[config.mk]
export PLATFORM = sky130hd
export DESIGN_NAME = enemy_collision_ctrl_flat
export DESIGN_NICKNAME = d
export VERILOG_FILES = /design/src/rtl/enemy_collision_if.sv /design/src/rtl/enemy_collision_ctrl.sv /design/src/flat_wrapper.sv
export SDC_FILE = /design/constraint.sdc
export NUM_CORES = 1
export LEC_CHECK = 0
export CORE_MARGIN = 4
export CORE_UTILIZATION = 45
export CTS_CLUSTER_DIAMETER = 150
export CTS_CLUSTER_SIZE = 40
export DETAILED_ROUTE_END_ITERATION = 12
export GPL_ROUTABILITY_DRIVEN = 0
export HOLD_SLACK_MARGIN = 0.03
export PLACE_DENSITY_LB_ADDON = 0.2
export SETUP_SLACK_MARGIN = 0.02
export SLEW_MARGIN = 5
export SYNTH_ARGS = -nofsm -noshare
export SYNTH_HDL_FRONTEND = slang
export SYNTH_SLANG_ARGS = --single-unit
[constraint.sdc]
create_clock -name clk -period 1.6 [get_ports clk]
set_input_delay 0.32 -clock clk [delete_from_list [all_inputs] [get_ports clk]]
set_output_delay 0.32 -clock clk [all_outputs]
set_load 0.05 [all_outputs]
[src/rtl/enemy_collision_if.sv]
// Pixel-overlap inputs and frame-event outputs between the scene logic and the enemy collision controller.
interface enemy_collision_if;
  logic       startOfFrame;
  logic       enemyDR;
  logic       wallDR;
  logic       peerDR;
  logic       shotDR;
  logic       playerDR;
  logic       respawn;
  logic       changeDirection;
  logic       enemyHit;
  logic       playerHit;
  logic       enemyKilled;
  logic       enemyVisible;
  logic [3:0] hitPoints;

  modport master (
    output startOfFrame, enemyDR, wallDR, peerDR, shotDR, playerDR, respawn,
    input  changeDirection, enemyHit, playerHit, enemyKilled, enemyVisible, hitPoints
  );

  modport slave (
    input  startOfFrame, enemyDR, wallDR, peerDR, shotDR, playerDR, respawn,
    output changeDirection, enemyHit, playerHit, enemyKilled, enemyVisible, hitPoints
  );
endinterface

[src/rtl/enemy_collision_ctrl.sv]
// Enemy collision detector and life FSM: latches per-pixel overlaps during a frame, evaluates them
// once per startOfFrame, emits one-cycle event pulses and gates the enemy's visibility while dying.
module enemy_collision_ctrl #(
  parameter int HIT_POINTS   = 3,
  parameter int DIR_COOLDOWN = 4,
  parameter int DYING_FRAMES = 16,
  parameter int BLINK_PERIOD = 4
) (
  input  logic               clk,
  input  logic               reset,
  enemy_collision_if.slave   bus
);

  localparam int CD_W      = $clog2(DIR_COOLDOWN + 1);
  localparam int FC_W      = $clog2(DYING_FRAMES + 1);
  localparam int BLINK_BIT = $clog2(BLINK_PERIOD);

  localparam logic [3:0]      HP_INIT   = 4'(HIT_POINTS);
  localparam logic [CD_W-1:0] CD_LOAD   = CD_W'(DIR_COOLDOWN);
  localparam logic [CD_W-1:0] CD_ONE    = CD_W'(1);
  localparam logic [FC_W-1:0] FC_LAST   = FC_W'(DYING_FRAMES);
  localparam logic [FC_W-1:0] FC_ONE    = FC_W'(1);

  typedef enum logic [1:0] {
    ALIVE = 2'd0,
    DYING = 2'd1,
    DEAD  = 2'd2
  } state_t;

  // Flag vector layout: {player, shot, peer, wall}
  localparam int F_WALL   = 0;
  localparam int F_PEER   = 1;
  localparam int F_SHOT   = 2;
  localparam int F_PLAYER = 3;

  state_t          state;
  logic [3:0]      flags;
  logic [3:0]      hp;
  logic [CD_W-1:0] cooldown;
  logic [FC_W-1:0] frame_cnt;
  logic            change_dir;
  logic            enemy_hit;
  logic            player_hit;
  logic            enemy_killed;
  logic            visible;

  logic [3:0]      overlap;
  logic [3:0]      hp_dec;
  logic            killed;
  logic            turn;
  logic [FC_W-1:0] frame_inc;

  assign overlap   = {4{bus.enemyDR}} & {bus.playerDR, bus.shotDR, bus.peerDR, bus.wallDR};
  assign hp_dec    = (hp == 4'd0) ? 4'd0 : hp - 4'd1;
  assign killed    = flags[F_SHOT] && (hp_dec == 4'd0);
  // A kill suppresses the turn so the corpse does not reverse on its way out.
  assign turn      = (flags[F_WALL] | flags[F_PEER]) && (cooldown == '0) && !killed;
  assign frame_inc = frame_cnt + FC_ONE;

  always_ff @(posedge clk or posedge reset) begin
    if (reset) begin
      state        <= ALIVE;
      flags        <= 4'd0;
      hp           <= HP_INIT;
      cooldown     <= '0;
      frame_cnt    <= '0;
      change_dir   <= 1'b0;
      enemy_hit    <= 1'b0;
      player_hit   <= 1'b0;
      enemy_killed <= 1'b0;
      visible      <= 1'b1;
    end else begin
      change_dir   <= 1'b0;
      enemy_hit    <= 1'b0;
      player_hit   <= 1'b0;
      enemy_killed <= 1'b0;

      if (bus.respawn) begin
        state     <= ALIVE;
        flags     <= 4'd0;
        hp        <= HP_INIT;
        cooldown  <= '0;
        frame_cnt <= '0;
        visible   <= 1'b1;
      end else begin
        case (state)
          ALIVE: begin
            if (bus.startOfFrame) begin
              // Decide on last frame's flags; this cycle's overlap opens the new frame.
              flags      <= overlap;
              enemy_hit  <= flags[F_SHOT];
              player_hit <= flags[F_PLAYER];
              if (flags[F_SHOT]) begin
                hp <= hp_dec;
              end
              if (turn) begin
                change_dir <= 1'b1;
                cooldown   <= CD_LOAD;
              end else if (cooldown != '0) begin
                cooldown <= cooldown - CD_ONE;
              end
              if (killed) begin
                enemy_killed <= 1'b1;
                state        <= DYING;
                flags        <= 4'd0;
                frame_cnt    <= '0;
                visible      <= 1'b1;
              end
            end else begin
              flags <= flags | overlap;
            end
          end

          DYING: begin
            flags <= 4'd0;
            if (bus.startOfFrame) begin
              frame_cnt <= frame_inc;
              if (frame_inc == FC_LAST) begin
                state   <= DEAD;
                visible <= 1'b0;
              end else begin
                visible <= ~frame_inc[BLINK_BIT];
              end
            end
          end

          DEAD: begin
            flags   <= 4'd0;
            visible <= 1'b0;
          end

          default: begin
            state   <= DEAD;
            flags   <= 4'd0;
            visible <= 1'b0;
          end
        endcase
      end
    end
  end

  assign bus.changeDirection = change_dir;
  assign bus.enemyHit        = enemy_hit;
  assign bus.playerHit       = player_hit;
  assign bus.enemyKilled     = enemy_killed;
  assign bus.enemyVisible    = visible;
  assign bus.hitPoints       = hp;

endmodule
[src/flat_wrapper.sv]
// flat-port wrapper written by rule: the top's interface ports become plain ports
module enemy_collision_ctrl_flat 
#(
  parameter int HIT_POINTS   = 3,
  parameter int DIR_COOLDOWN = 4,
  parameter int DYING_FRAMES = 16,
  parameter int BLINK_PERIOD = 4
)
  (clk, reset, bus_startOfFrame, bus_enemyDR, bus_wallDR, bus_peerDR, bus_shotDR, bus_playerDR, bus_respawn, bus_changeDirection, bus_enemyHit, bus_playerHit, bus_enemyKilled, bus_enemyVisible, bus_hitPoints);
  enemy_collision_if bus_i ();
  input  logic clk;
  input  logic reset;
  input wire logic [$bits(bus_i.startOfFrame)-1:0] bus_startOfFrame;
  input wire logic [$bits(bus_i.enemyDR)-1:0] bus_enemyDR;
  input wire logic [$bits(bus_i.wallDR)-1:0] bus_wallDR;
  input wire logic [$bits(bus_i.peerDR)-1:0] bus_peerDR;
  input wire logic [$bits(bus_i.shotDR)-1:0] bus_shotDR;
  input wire logic [$bits(bus_i.playerDR)-1:0] bus_playerDR;
  input wire logic [$bits(bus_i.respawn)-1:0] bus_respawn;
  output wire logic [$bits(bus_i.changeDirection)-1:0] bus_changeDirection;
  output wire logic [$bits(bus_i.enemyHit)-1:0] bus_enemyHit;
  output wire logic [$bits(bus_i.playerHit)-1:0] bus_playerHit;
  output wire logic [$bits(bus_i.enemyKilled)-1:0] bus_enemyKilled;
  output wire logic [$bits(bus_i.enemyVisible)-1:0] bus_enemyVisible;
  output wire logic [$bits(bus_i.hitPoints)-1:0] bus_hitPoints;
  assign bus_i.startOfFrame = bus_startOfFrame;
  assign bus_i.enemyDR = bus_enemyDR;
  assign bus_i.wallDR = bus_wallDR;
  assign bus_i.peerDR = bus_peerDR;
  assign bus_i.shotDR = bus_shotDR;
  assign bus_i.playerDR = bus_playerDR;
  assign bus_i.respawn = bus_respawn;
  assign bus_changeDirection = bus_i.changeDirection;
  assign bus_enemyHit = bus_i.enemyHit;
  assign bus_playerHit = bus_i.playerHit;
  assign bus_enemyKilled = bus_i.enemyKilled;
  assign bus_enemyVisible = bus_i.enemyVisible;
  assign bus_hitPoints = bus_i.hitPoints;
  enemy_collision_ctrl #(.HIT_POINTS(HIT_POINTS), .DIR_COOLDOWN(DIR_COOLDOWN), .DYING_FRAMES(DYING_FRAMES), .BLINK_PERIOD(BLINK_PERIOD)) u_core (.clk(clk), .reset(reset), .bus(bus_i));
endmodule
# Word-level counts from Yosys, hierarchy flattened
# Index checks and enable logic that the tools add are counted.
totals:
  inputBits: 9
  wordCells: 89
  reg_bits: 23
  out_inout_bits: 9
op_classes:
  n_eq_ne: 8
  reduce_logical: 19
  n_addsub: 3
  bitwise: 4
  n_mux: 45
op_table:
  columns: ["op", "count"]
  rows:
  - ["$mux 4", 9]
  - ["$mux 5", 4]
  - ["$mux 1", 19]
  - ["$mux 3", 5]
  - ["$mux 2", 5]
  - ["$pmux 5 s2", 1]
  - ["$reduce_and 3->1", 3]
  - ["$reduce_bool 3->1", 3]
  - ["$logic_not 4->1", 2]
  - ["$ne 3x2->1 const B", 2]
  - ["$ne 3x3->1 const B", 2]
  - ["$pmux 2 s3", 1]
  - ["$reduce_bool 2->1", 3]
  - ["$add 5x1->5 const B", 1]
  - ["$eq 5x5->1 const B", 1]
  - ["$reduce_and 5->1", 1]
  - ["$and 4x4->4", 1]
  - ["$or 4x4->4", 1]
  - ["$reduce_and 4->1", 1]
  - ["$sub 4x1->4 const B", 1]
  - ["$logic_and 1x1->1", 3]
  - ["$logic_not 3->1", 1]
  - ["$sub 3x1->3 const B", 1]
  - ["$eq 2x1->1 const B", 1]
  - ["7 further kinds", 7]

# Longest topological paths before layout
# Gate-level depths: netlist of run 1.
logic_depth:
  depth_word: 10
  ltp_mapped: 6
  ltp_nobuf: 6

# Worst setup path before layout of run 1
# No wires, ideal clock.
synth_path:
  kind: "register to register"
  start: "register u_core.hp[3] (netlist: u_core.bus.hitPoints[3])"
  end: "register u_core.cooldown[0]"
  required_time_ps: 1504
  synth_period_minus_slack_ps: 1732
  t_arrival_ps: 1637
  path_buffers: 0
  setup_ps: 96
  path_stages_with_launch: 5
  path_slack_ps: -132
  path_cell_list: "dfrtp_1 -> or4b_4 -> o211ai_2 -> nand2_2 -> a311oi_2"
synth_via:
  elab_chain_cells: 10
  word_cells_on_any_way: 13
  classes_between: "1 x add/sub; 5 x mux; 7 x reduce/logical"
synth_lines:
  columns: ["element", "line_no", "rtl"]
  rows:
  - ["start, declared", "enemy_collision_ctrl.sv:38", "logic [3:0] hp;"]
  - ["start signal, assigned", "enemy_collision_ctrl.sv:94", "hp <= hp_dec;"]
  - ["$sub 4x1->4 or $logic_not 4->1 (tied branches)", "enemy_collision_ctrl.sv:54", "assign hp_dec = (hp == 4'd0) ? 4'd0 : hp - 4'd1;"]
  - ["$mux 4 (*)", "enemy_collision_ctrl.sv:54", null]
  - ["$logic_not 4->1 (*)", "enemy_collision_ctrl.sv:55", "assign killed = flags[F_SHOT] && (hp_dec == 4'd0);"]
  - ["$logic_and 1x1->1 (*)", "enemy_collision_ctrl.sv:55", null]
  - ["$logic_not 1->1 (*)", "enemy_collision_ctrl.sv:57", "assign turn = (flags[F_WALL] | flags[F_PEER]) && (cooldown == '0) && !killed;"]
  - ["$logic_and 1x1->1 (*)", "enemy_collision_ctrl.sv:57", null]
  - ["$mux 3", "enemy_collision_ctrl.sv:96", "if (turn) begin"]
  - ["$mux 3", "enemy_collision_ctrl.sv:88", "if (bus.startOfFrame) begin"]
  - ["$mux 3", "enemy_collision_ctrl.sv:86", "case (state)"]
  - ["$mux 3", "enemy_collision_ctrl.sv:78", "if (bus.respawn) begin"]
  - ["end signal, assigned", "enemy_collision_ctrl.sv:100", "cooldown <= cooldown - CD_ONE;"]
  - ["end, declared", "enemy_collision_ctrl.sv:39", "logic [CD_W-1:0] cooldown;"]
# Every way passes the cells marked *; elsewhere a longest branch is shown, timed or not. The select of a mux whose other input is x is not followed.
# A chain may end at the register's enable or synchronous reset.

# Final worst setup path of run 1
layout_path:
  start: "register u_core.hp[2] (netlist: u_core.bus.hitPoints[2])"
  end: "register u_core.cooldown[0]"
# The elaborated chain is that of the path after synthesis.

==> results of run 1 <==
==> sequential cells by signal, indices dropped and copies added, names as in the netlist <==
signal                      flops
u_core.frame_cnt                5
u_core.bus.hitPoints            4
u_core.flags                    4
u_core.cooldown                 3
u_core.state                    2
u_core.bus.changeDirection      1
u_core.bus.enemyHit             1
u_core.bus.enemyKilled          1
u_core.bus.enemyVisible         1
u_core.bus.playerHit            1
==> tightest hold or removal path, delay by kind of cell <==
family,cells,cell delay (ps)
buf+inv,3,720
==> path summary, 6_finish.rpt <==
path / end / cells after the start
max: u_core.cooldown[0] / 4
min: u_core.cooldown[0] / 3
max reg2reg: u_core.cooldown[0] / 4
min reg2reg: u_core.frame_cnt[4] / 1
max in group asynchronous: u_core.bus.enemyVisible / 3
min in group clk: u_core.frame_cnt[4] / 1
==> report_power, final <==
part           total, µW  leakage, µW  switching, µW  internal (µW)
logic                351     0.000383            199            152
clock network        260    0.0000150            163           97.1
registers            649     0.000303           30.6            618
total               1260     0.000701            393            867
==> what timing repair did <==
action | in CTS | in global routing
setup endpoints to repair | 0 | 3
hold endpoints to repair | 0 | 0
hold buffers | 0 | 0
gates resized for setup | 0 | 3
buffers inserted | 0 | 0
==> cells by family (layout without fill, tap and decap cells) <==
logic type / count (synthesis) / count (layout)
adders and majority gates: 3 / 3
muxes: 1 / 1
and+or+nand+nor: 53 / 53
DFF: 23 / 23
AOI/OAI and AO/OA: 29 / 29
buffers and inverters: 9 / 39
==> stage by stage <==
stage / instance area, µm² / setup WS (ps) / setup TNS, ps
2_1_floorplan: 1170 / 15.2 / 0
6_report: 1550 / 64.7 / 0
3_3_place_gp: 1500 / -162 / -664
5_1_grt: 1550 / 19.5 / 0
3_5_place_dp: 1500 / -237 / -883
4_1_cts: 1530 / 53.1 / 0
==> placed cells by master, fill, tap and decap left out, drive strengths merged, types with 2 or more instances in the layout <==
master / n
o31ai: 3
nand2: 8
buf: 22
nor3: 3
nand3: 4
and3: 2
inv: 4
nor2: 17
a21oi: 4
nor2b: 7
clkdlybuf4s50: 8
a22oi: 4
dfstp: 3
ha: 3
a32oi: 2
o211ai: 2
clkbuf: 4
o21ai: 7
dfrtp: 20
nand4bb: 2
==> layer usage <==
metal / share of wire, % / vias to the layer above / GRT usage, %
met1: 43 / 486 / 21.0
li1: - / 492 / -
met4: 0.78 / 0 / 7.77
met2: 51 / 25 / 28.1
met5: 0 / - / 0
met3: 4.8 / 2 / 2.41
==> cell type report <==
cell class / count / area (µm²) / share of cell area [%]
multi-input combinational: 86 / 573 / 37.1
clock buffer: 4 / 26.3 / 1.70
timing repair buffer: 30 / 308 / 19.9
inverter: 5 / 18.8 / 1.21
tap: 30 / 37.5 / 2.43
sequential: 23 / 582 / 37.7
==> reports/results.tsv, run 1 <==
stage	metric	value	unit
run_status	outcome	complete, no violations	
yosys	yosysMostFrequentCell	dfrtp_1	
yosys	synth-simple-area-share	25.2	%
timing	tightestPinTransition	285	ps
yosys	synth_top_family_by_area	simple AND/OR/NAND/NOR gates	
clock_tree	cts_buffers	3	
clock_tree	clock_sinks	23	
yosys	synth_area_leaders	dfrtp_1 (43%), dfstp_2 (6.8%), nor2_1 (5.5%), nor2b_1 (3.8%), ha_1 (3.2%)	
detailed_routing	viasPerCell	5.65	
yosys	syn_avg_cell_area	9.87	µm²
worst_hold_path	holdCritPathClass	primary input to asynchronous set/reset pin	
detailed_routing	firstDrtPassIters	4	
worst_setup_path	cp_top_family	simple AND/OR/NAND/NOR gates	
clock_tree	htreeDepth	1	
power	peakVddDrop	784	µV
cells_and_area	finalCoreUtilization	62.4	%
global_routing	grt_usage	16.7	%
worst_setup_path	cpMaxStageDelayCell	or4b_4	
yosys	synthArstFlopShare	100	%
die	die_w	58.9	µm
yosys	synth_top_area_share	43.0	%
die	die_y	58.9	µm
yosys	synthTopCellsByCount	dfrtp_1 (20), nor2_1 (17), nand2_1 (7), nor2b_1 (7)	
timing	maxSlewViolCount	0	
worst_setup_path	critPathKind	flop to flop	
cells_and_area	nets	161	
global_routing	antenna_found_initial	0	
yosys	synthCells	118	
yosys	ys_warn_count	0	
flow_run	maxCapViolCount	0	
yosys	ys_seq_elements	23	
timing	slew_headroom	80.8	%
worst_setup_path	arrival	1760	ps
yosys	synthMuxAreaShare	0.859	%
yosys	synth-edff-count	0	
clock_tree	cts.clk_slew.worst_paths	120	ps
clock_tree	cts_tree	yes	
worst_setup_path	critPathMaxStageDelay	590	ps
timing	setup-violations-final	0	
global_routing	gr-total-overflow	0	
cells_and_area	antennaDiodeCount	0	
global_routing	grt_start_max_net_pins	24	
clock_tree	clockRootBuffer	clkbuf_4	
power	power.total	1260	µW
timing	fin_skew	6.14	ps
worst_setup_path	r2r_slack	60	ps
yosys	synthesis.area	1160	µm²
yosys	ys_seq_area_share	49.7	%
clock_tree	cts_buffer_depth	2	
detailed_routing	drt_iter0_drc	28	
worst_setup_path	crit_required	1820	ps
timing	rsz0062_at_grt	true	
timing	finalHoldViolCount	0	
yosys	synth_nets	130	
timing	fin_crit_sh	96.0	%
power	p_per_area	815	nW/µm²
die	core_area	2480	µm²
yosys	synth_cell_types	41	
worst_setup_path	critPathLaunchType	flop	
die	start_util	47.0	%
worst_setup_path	end_kind	flop	
place	place_hpwl	1920	µm
detailed_routing	finalWirelength	2550	µm
timing	fmax	651	MHz
worst_setup_path	path_buf_inv	0	
yosys	yosysTopAreaCell	dfrtp_1	
die	num_rows	18	
timing	hold_ws	336	ps
worst_setup_path	cp_max_fo	3	
detailed_routing	route.detailed.drc	0	
yosys	synthAdderAreaFrac	3.22	%
place	post-place-cells	174	
yosys	synth_ff_type	dfrtp_1	
global_routing	grt_pass1_wl	4410	µm
place	io_buffers	17	
worst_setup_path	startpoint	u_core.bus.hitPoints[2]	
worst_setup_path	rr_startpoint	u_core.bus.hitPoints[2]	
detailed_routing	num_vias	1005	
cells_and_area	fin_cells	178	
power	leakage	0.000701	µW
worst_setup_path	crit_chain	or4b_4, o211ai_4, nand2_2, a311oi_2	
die	io_pins	18	
cells_and_area	area_delta_synth_final	32.7	%
yosys	synthXorXnorAreaFrac	0	%
detailed_routing	wire_per_inst	14.3	µm
detailed_routing	drtAntennaViolNets	0	
clock_tree	insertion_delay	300	ps
cells_and_area	fillers	211	
die	die_area	3470	µm²
global_routing	grt_pass1_vias	999	
timing	fin_crit	1540	ps
yosys	synth_compound_area_share	17.9	%
cells_and_area	drive_gt1_share	25.0	%
(Power assumes the default switching activity.)
==> run 2, diff against run 1 <==
CORE_UTILIZATION = 47   (was 45)
REMOVE_ABC_BUFFERS = 1   (was not set)
==> run 2 against run 1 <==
Compared with the run above:
- the run now ends with setup timing left
- largest power group unchanged
- worst setup slack got worse by 83 ps
- power increased by 2.8%
- first-iteration DRC count is 7.1% higher
- routed wire length up 1.8%
- via count increased by 1.6%
- critical path depth unchanged
- sequential share of layout area decreased by 0.76 points
- combinational power increased by 1%
- worst hold slack lost 18 ps
- critical path type unchanged
==> reports/results.tsv, run 2 (synthesis results as in run 1) <==
stage	metric	value	unit	change
place	io_buffers	17		unchanged
clock_tree	cts.clk_slew.worst_paths	140	ps	+20 ps
power	power_frac_comb	27.5	%	-0.3 points
worst_setup_path	end_kind	flop		
global_routing	gr-total-overflow	0		unchanged
power	power_switching	426	µW	+8.4%
power	p_int	870	µW	+0.32%
global_routing	grt_pass1_wl	4470	µm	+1.4%
timing	fin_crit	1620	ps	+82.8 ps
die	start_util	51.2	%	+4.2 points
power	power.share.clock	22.2	%	+1.5 points
clock_tree	clock_sinks	23		unchanged
worst_setup_path	crit_required	1830	ps	about the same
cells_and_area	area_delta_synth_final	34.8	%	
cells_and_area	final_cell_mix	buf_4 (21), dfrtp_1 (20), nor2_1 (17)		
cells_and_area	fillers	173		-18%
timing	setup-violations-final	1		+1
worst_setup_path	critPathMaxStageDelay	570	ps	-20 ps
clock_tree	clockRootBuffer	clkbuf_4		
global_routing	grt_start_max_net_pins	24		unchanged
cells_and_area	multiInputGateArea	569	µm²	-0.66%
timing	setup_tns	-18.1	ps	-18.1 ps
power	peakVddDrop	777	µV	-0.84%
worst_setup_path	cp_max_fo	3		unchanged
worst_setup_path	arrival	1840	ps	+80 ps
timing	fin_skew	3.69	ps	-2.45 ps
clock_tree	htreeDepth	1		unchanged
clock_tree	cts_buffer_depth	2		unchanged
worst_setup_path	critPathLaunchType	flop		
timing	fmax	618	MHz	-5.1%
die	core_area	2280	µm²	-8.1%
timing	layout_setup_ws	-18.1	ps	-82.8 ps
detailed_routing	drtAntennaViolNets	0		unchanged
cells_and_area	drive_gt1_share	25.7	%	+0.66 points
global_routing	grt_usage	16.9	%	+0.19 points
cells_and_area	antennaDiodeCount	0		unchanged
die	num_rows	17		-1
detailed_routing	wire_per_inst	14.4	µm	+0.71%
worst_setup_path	cpMaxStageDelayCell	or4b_4		
worst_hold_path	holdCritPathClass	primary input to asynchronous set/reset pin		
timing	slew_headroom	80.0	%	-0.76 points
detailed_routing	num_vias	1021		+1.6%
power	leakage	0.000725	µW	+3.3%
clock_tree	cts_tree	yes		
die	die_y	57.8	µm	-1.9%
run_status	outcome	finished, violations left		
power	sw_frac_of_total	32.9	%	+1.7 points
die	die_w	57.8	µm	-1.9%
global_routing	antenna_found_initial	0		unchanged
global_routing	grt_pass1_vias	1008		+0.90%
place	place_hpwl	1910	µm	-0.80%
die	die_area	3340	µm²	-3.7%
power	seqPwrFrac	50.3	%	-1.2 points
detailed_routing	firstDrtPassIters	4		unchanged
run_status	violations	setup timing		
worst_setup_path	critPathKind	flop to flop		
detailed_routing	viasPerCell	5.67		+0.46%
clock_tree	insertion_delay	320	ps	+20 ps
timing	fin_crit_sh	101	%	+5.2 points
flow_run	maxCapViolCount	0		unchanged
power	p_per_area	825	nW/µm²	+1.2%
timing	maxSlewViolCount	0		unchanged
timing	hold_ws	319	ps	-17.6 ps
timing	finalHoldViolCount	0		unchanged
cells_and_area	nets	165		+2.5%
worst_setup_path	cp_top_family	simple AND/OR/NAND/NOR gates		
detailed_routing	drt_iter0_drc	30		+7.1%
timing	rsz0062_at_grt	true		
detailed_routing	route.detailed.drc	0		unchanged
timing	tightestPinTransition	300	ps	+15.2 ps
worst_setup_path	crit_chain	or4b_4, o211ai_4, nand2_2, a311oi_2		
die	io_pins	18		unchanged
clock_tree	hold_buffers	0		unchanged
cells_and_area	mostFrequentLayoutCell	buf_4		
detailed_routing	finalWirelength	2600	µm	+1.8%
worst_setup_path	path_buf_inv	0		unchanged
cells_and_area	max_flop_register	u_core.frame_cnt		
clock_tree	cts_buffers	3		unchanged
cells_and_area	largest_register_ffs	5		unchanged
cells_and_area	register_area	579	µm²	-0.43%
run 2: worst paths after layout:
| kind | startpoint | endpoint | slack (ps) | cells after the start |
|---|---|---|---|---|
| setup / recovery | u_core.bus.hitPoints[3] | u_core.cooldown[0] | -20 | 4 |
| hold / removal | reset | u_core.frame_cnt[3] | 320 | 3 |
| setup reg to reg | u_core.bus.hitPoints[3] | u_core.cooldown[0] | -20 | 4 |
| hold reg to reg | u_core.frame_cnt[4] | u_core.frame_cnt[4] | 530 | 1 |
| max in group asynchronous | reset | u_core.bus.hitPoints[1] | 1000 | 3 |
| min in group clk | u_core.frame_cnt[4] | u_core.frame_cnt[4] | 530 | 1 |
run 2: final cells by class:
| class | count | area share (%) |
|---|---|---|
| clock buffer | 3 | 1.43 |
| clock inverter | 1 | 0.478 |
| inverter | 5 | 1.20 |
| multi-input combinational | 86 | 36.3 |
| sequential | 23 | 36.9 |
| tap | 28 | 2.23 |
| timing repair buffer | 34 | 21.5 |
run 2: metal layers:
metal  global-route usage [%]  up-vias  wire length, µm
li1                         -      501                -
met5                        0        -                0
met3                     3.56        4              105
met1                     22.1      495             1190
met2                     27.4       21             1270
met4                     6.29        0               25
run 2: stage by stage:
step / util, % / cells / area (µm²) / total power (µW) / worst slack (ps)
after floorplan: - / 114 / 1150 / 867 / -132
after global placement: 66.2 / 174 / 1510 / 960 / -152
after detailed placement: 66.2 / 174 / 1510 / 979 / -251
after CTS: 67.8 / 179 / 1540 / 1260 / 36.1
after global routing: 69.0 / 180 / 1570 / 1370 / -65.0
final: 69.0 / 180 / 1570 / 1300 / -18.1
run 2: power by group through the flow:
| stage | sequential [µW] | combinational (µW) | clock [µW] |
|---|---|---|---|
| floorplan | 664 | 202 | 0 |
| global placement | 655 | 305 | 0 |
| detailed placement | 656 | 323 | 0 |
| global route | 654 | 398 | 315 |
| CTS | 647 | 324 | 293 |
| finish | 652 | 356 | 288 |
run 2: worst reg2reg max path: cells and delay by family, from the launching register on:
kind	cells	cell delay [ps]
DFF	1	420
AOI/OAI and AO/OA	2	430
and+or+nand+nor	2	670
run 2: repair_timing:
item,in CTS,in global routing
endpoints found under the setup margin,1,7
resized for setup,0,3
pin swaps,1,2
hold endpoints to repair,0,0
buffers inserted,1,1
cloned,0,0
==> run 3, diff against run 2 <==
clock period = 1.4 ns   (was 1.6 ns; I/O delays follow)
==> run 3 against run 2 <==
Compared with the run above:
- the flow still finishes with violations (setup timing)
- clock skew rose by 7.4 ps
- largest cell class is now multi-input combinational cells
- die area did not move
- critical path type unchanged
- final cell count rose by 7.2%
- cell area rose by 15%
- via count rose by 7.6%
- count of clock-buffer cells in the layout did not move
- sequential share of layout area fell by 4.8 points
- routed wire length rose by 8.4%
- utilization rose by 10 points
- non-clock buffer count rose by 13
- global-route usage fell by 0.16 points
==> reports/results.tsv, run 3 (synthesis results as in run 1) <==
stage	metric	value	unit	change
clock_tree	cts_buffer_depth	2		unchanged
place	dpl_cell_area	1630	µm²	+8.3%
power	seqPwrFrac	47.4	%	-2.9 points
timing	finalHoldViolCount	0		unchanged
timing	layout_setup_ws	-106	ps	-88.1 ps
clock_tree	hold_buffers	0		unchanged
die	io_pins	18		unchanged
worst_setup_path	critPathKind	flop to flop		
timing	fin_skew	11.1	ps	+7.44 ps
cells_and_area	final_cell_mix	buf_4 (24), dfrtp_1 (19), nor2_1 (16)		
detailed_routing	drt_iter0_drc	23		-23%
global_routing	grt_use_met1	20.8	%	-1.3 points
cells_and_area	mostFrequentLayoutCell	buf_4		
cells_and_area	max_flop_register	u_core.frame_cnt		
worst_setup_path	critPathLaunchType	flop		
clock_tree	cts.clk_slew.worst_paths	140	ps	about the same
clock_tree	clock_sinks	23		unchanged
place	post-place-cells	184		+5.7%
worst_setup_path	critPathMaxStageDelay	590	ps	+20 ps
timing	tightestPinTransition	304	ps	+4.08 ps
detailed_routing	firstDrtPassIters	4		unchanged
place	place_hpwl	1880	µm	-1.2%
clock_tree	htreeDepth	1		unchanged
power	power_switching	521	µW	+22%
die	die_area	3340	µm²	unchanged
worst_setup_path	cpMaxStageDelayCell	or4b_4		
die	die_w	57.8	µm	unchanged
cells_and_area	drive_gt1_share	40.0	%	+14 points
worst_setup_path	rr_worst_depth	4		unchanged
worst_setup_path	cp_max_fo	3		unchanged
cells_and_area	largest_register_ffs	5		unchanged
timing	setup-violations-final	8		+7
run_status	outcome	finished, violations left		
worst_setup_path	crit_chain	or4b_4, o211ai_4, nand2_2, a311oi_2		
timing	fin_crit_sh	108	%	+6.5 points
timing	maxSlewViolCount	0		unchanged
worst_setup_path	end_kind	flop		
global_routing	grt_pass1_vias	1072		+6.3%
global_routing	top_usage_layer	met2		
die	start_util	51.2	%	unchanged
clock_tree	cts_buffers	3		unchanged
detailed_routing	wire_per_inst	14.6	µm	+1.1%
cells_and_area	antennaDiodeCount	0		unchanged
die	num_rows	17		unchanged
detailed_routing	finalWirelength	2810	µm	+8.4%
worst_setup_path	crit_required	1650	ps	-180 ps
clock_tree	cts_tree	yes		
clock_tree	clockRootBuffer	clkbuf_4		
global_routing	grtUsageMet2	29.0	%	+1.6 points
power	p_per_area	875	nW/µm²	+6.0%
global_routing	grt_usage	16.7	%	-0.16 points
die	core_area	2280	µm²	unchanged
global_routing	grt_start_max_net_pins	24		unchanged
worst_setup_path	startpoint	u_core.bus.hitPoints[2]		
timing	rsz0062_at_grt	true		
cells_and_area	nets	178		+7.9%
global_routing	grt_util_met3	3.34	%	-0.22 points
cells_and_area	area_delta_synth_final	55.1	%	
power	leakage	0.000828	µW	+14%
flow_run	maxCapViolCount	0		unchanged
timing	slew_headroom	79.7	%	-0.27 points
cells_and_area	finalCoreUtilization	79.4	%	+10 points
global_routing	antenna_found_initial	0		unchanged
global_routing	gr-total-overflow	0		unchanged
place	post-place-ws	-381	ps	-131 ps
power	power.share.clock	20.6	%	-1.6 points
global_routing	grt_pass1_wl	4510	µm	+0.92%
clock_tree	insertion_delay	320	ps	about the same
place	io_buffers	17		unchanged
detailed_routing	drtAntennaViolNets	0		unchanged
timing	fin_crit	1510	ps	-112 ps
worst_hold_path	holdCritPathClass	primary input to asynchronous set/reset pin		
power	p_int	1060	µW	+22%
detailed_routing	route.detailed.drc	0		unchanged
power	peakVddDrop	813	µV	+4.5%
cells_and_area	final_area	1810	µm²	+15%
worst_setup_path	rr_startpoint	u_core.bus.hitPoints[2]		
power	sw_frac_of_total	33.0	%	+0.11 points
worst_setup_path	arrival	1750	ps	-90 ps
cells_and_area	fin_cells	193		+7.2%
detailed_routing	num_vias	1099		+7.6%
detailed_routing	viasPerCell	5.69		+0.39%
timing	fmax	664	MHz	+7.4%
power	power_frac_comb	32.0	%	+4.5 points
run_status	violations	setup timing		
die	die_y	57.8	µm	unchanged
## run 3: cell types whose count changed in the layout (fill, tap and decap cells not counted), sizes merged
cell | previous run | this run
clkdlybuf4s50 | 8 | 7
dlymetal6s2s | 0 | 1
buf | 26 | 39
## run 3: power by group through the flow
| stage | Combinational [µW] | Clock (µW) | Sequential, µW |
|---|---|---|---|
| floorplan | 231 | 0 | 759 |
| global placement | 376 | 0 | 749 |
| detailed placement | 402 | 0 | 748 |
| CTS | 470 | 328 | 743 |
| global route | 547 | 370 | 753 |
| finish | 505 | 326 | 749 |
## run 3: layer usage
metal	part of all wire [%]	routed length [µm]
met5	0	0
met4	1.1	31
met3	4.1	116
met2	50	1410
met1	44	1250
## run 3: per-stage QoR
step           setup TNS, ps  power, µW  hold slack [ps]
6_report                -396       1580              282
5_1_grt                 -968       1670              304
4_1_cts                 -493       1540              298
3_5_place_dp           -3870       1150              504
3_3_place_gp           -3510       1130              488
2_1_floorplan          -2620        990              280
## run 3: critical path: cells and delay by family, from the launching register on
family | cells | cell delay [ps]
compound gates | 2 | 350
simple gates | 2 | 690
flops | 1 | 400
## run 3: final timing paths
| kind | endpoint | slack [ps] |
|---|---|---|
| max | u_core.cooldown[0] | -110 |
| min | u_core.frame_cnt[0] | 280 |
| max reg2reg | u_core.cooldown[0] | -110 |
| min reg2reg | u_core.frame_cnt[4] | 530 |
| max in group asynchronous | u_core.bus.hitPoints[0] | 820 |
| min in group clk | u_core.bus.hitPoints[1] | 480 |
## run 3: layout make-up
type | instances | area, µm²
Timing Repair Buffer | 47 | 510
Fill cell | 126 | 469
Sequential cell | 23 | 581
Inverter | 5 | 18.8
Clock buffer | 3 | 22.5
Tap cell | 28 | 35.0
Multi-Input combinational cell | 86 | 632
Clock inverter | 1 | 7.51
## run 3: what timing repair did
item	4_1_cts	5_1_grt
resized for setup	15	11
setup endpoints to repair	15	21
setup buffers	3	3
pin swaps	7	5
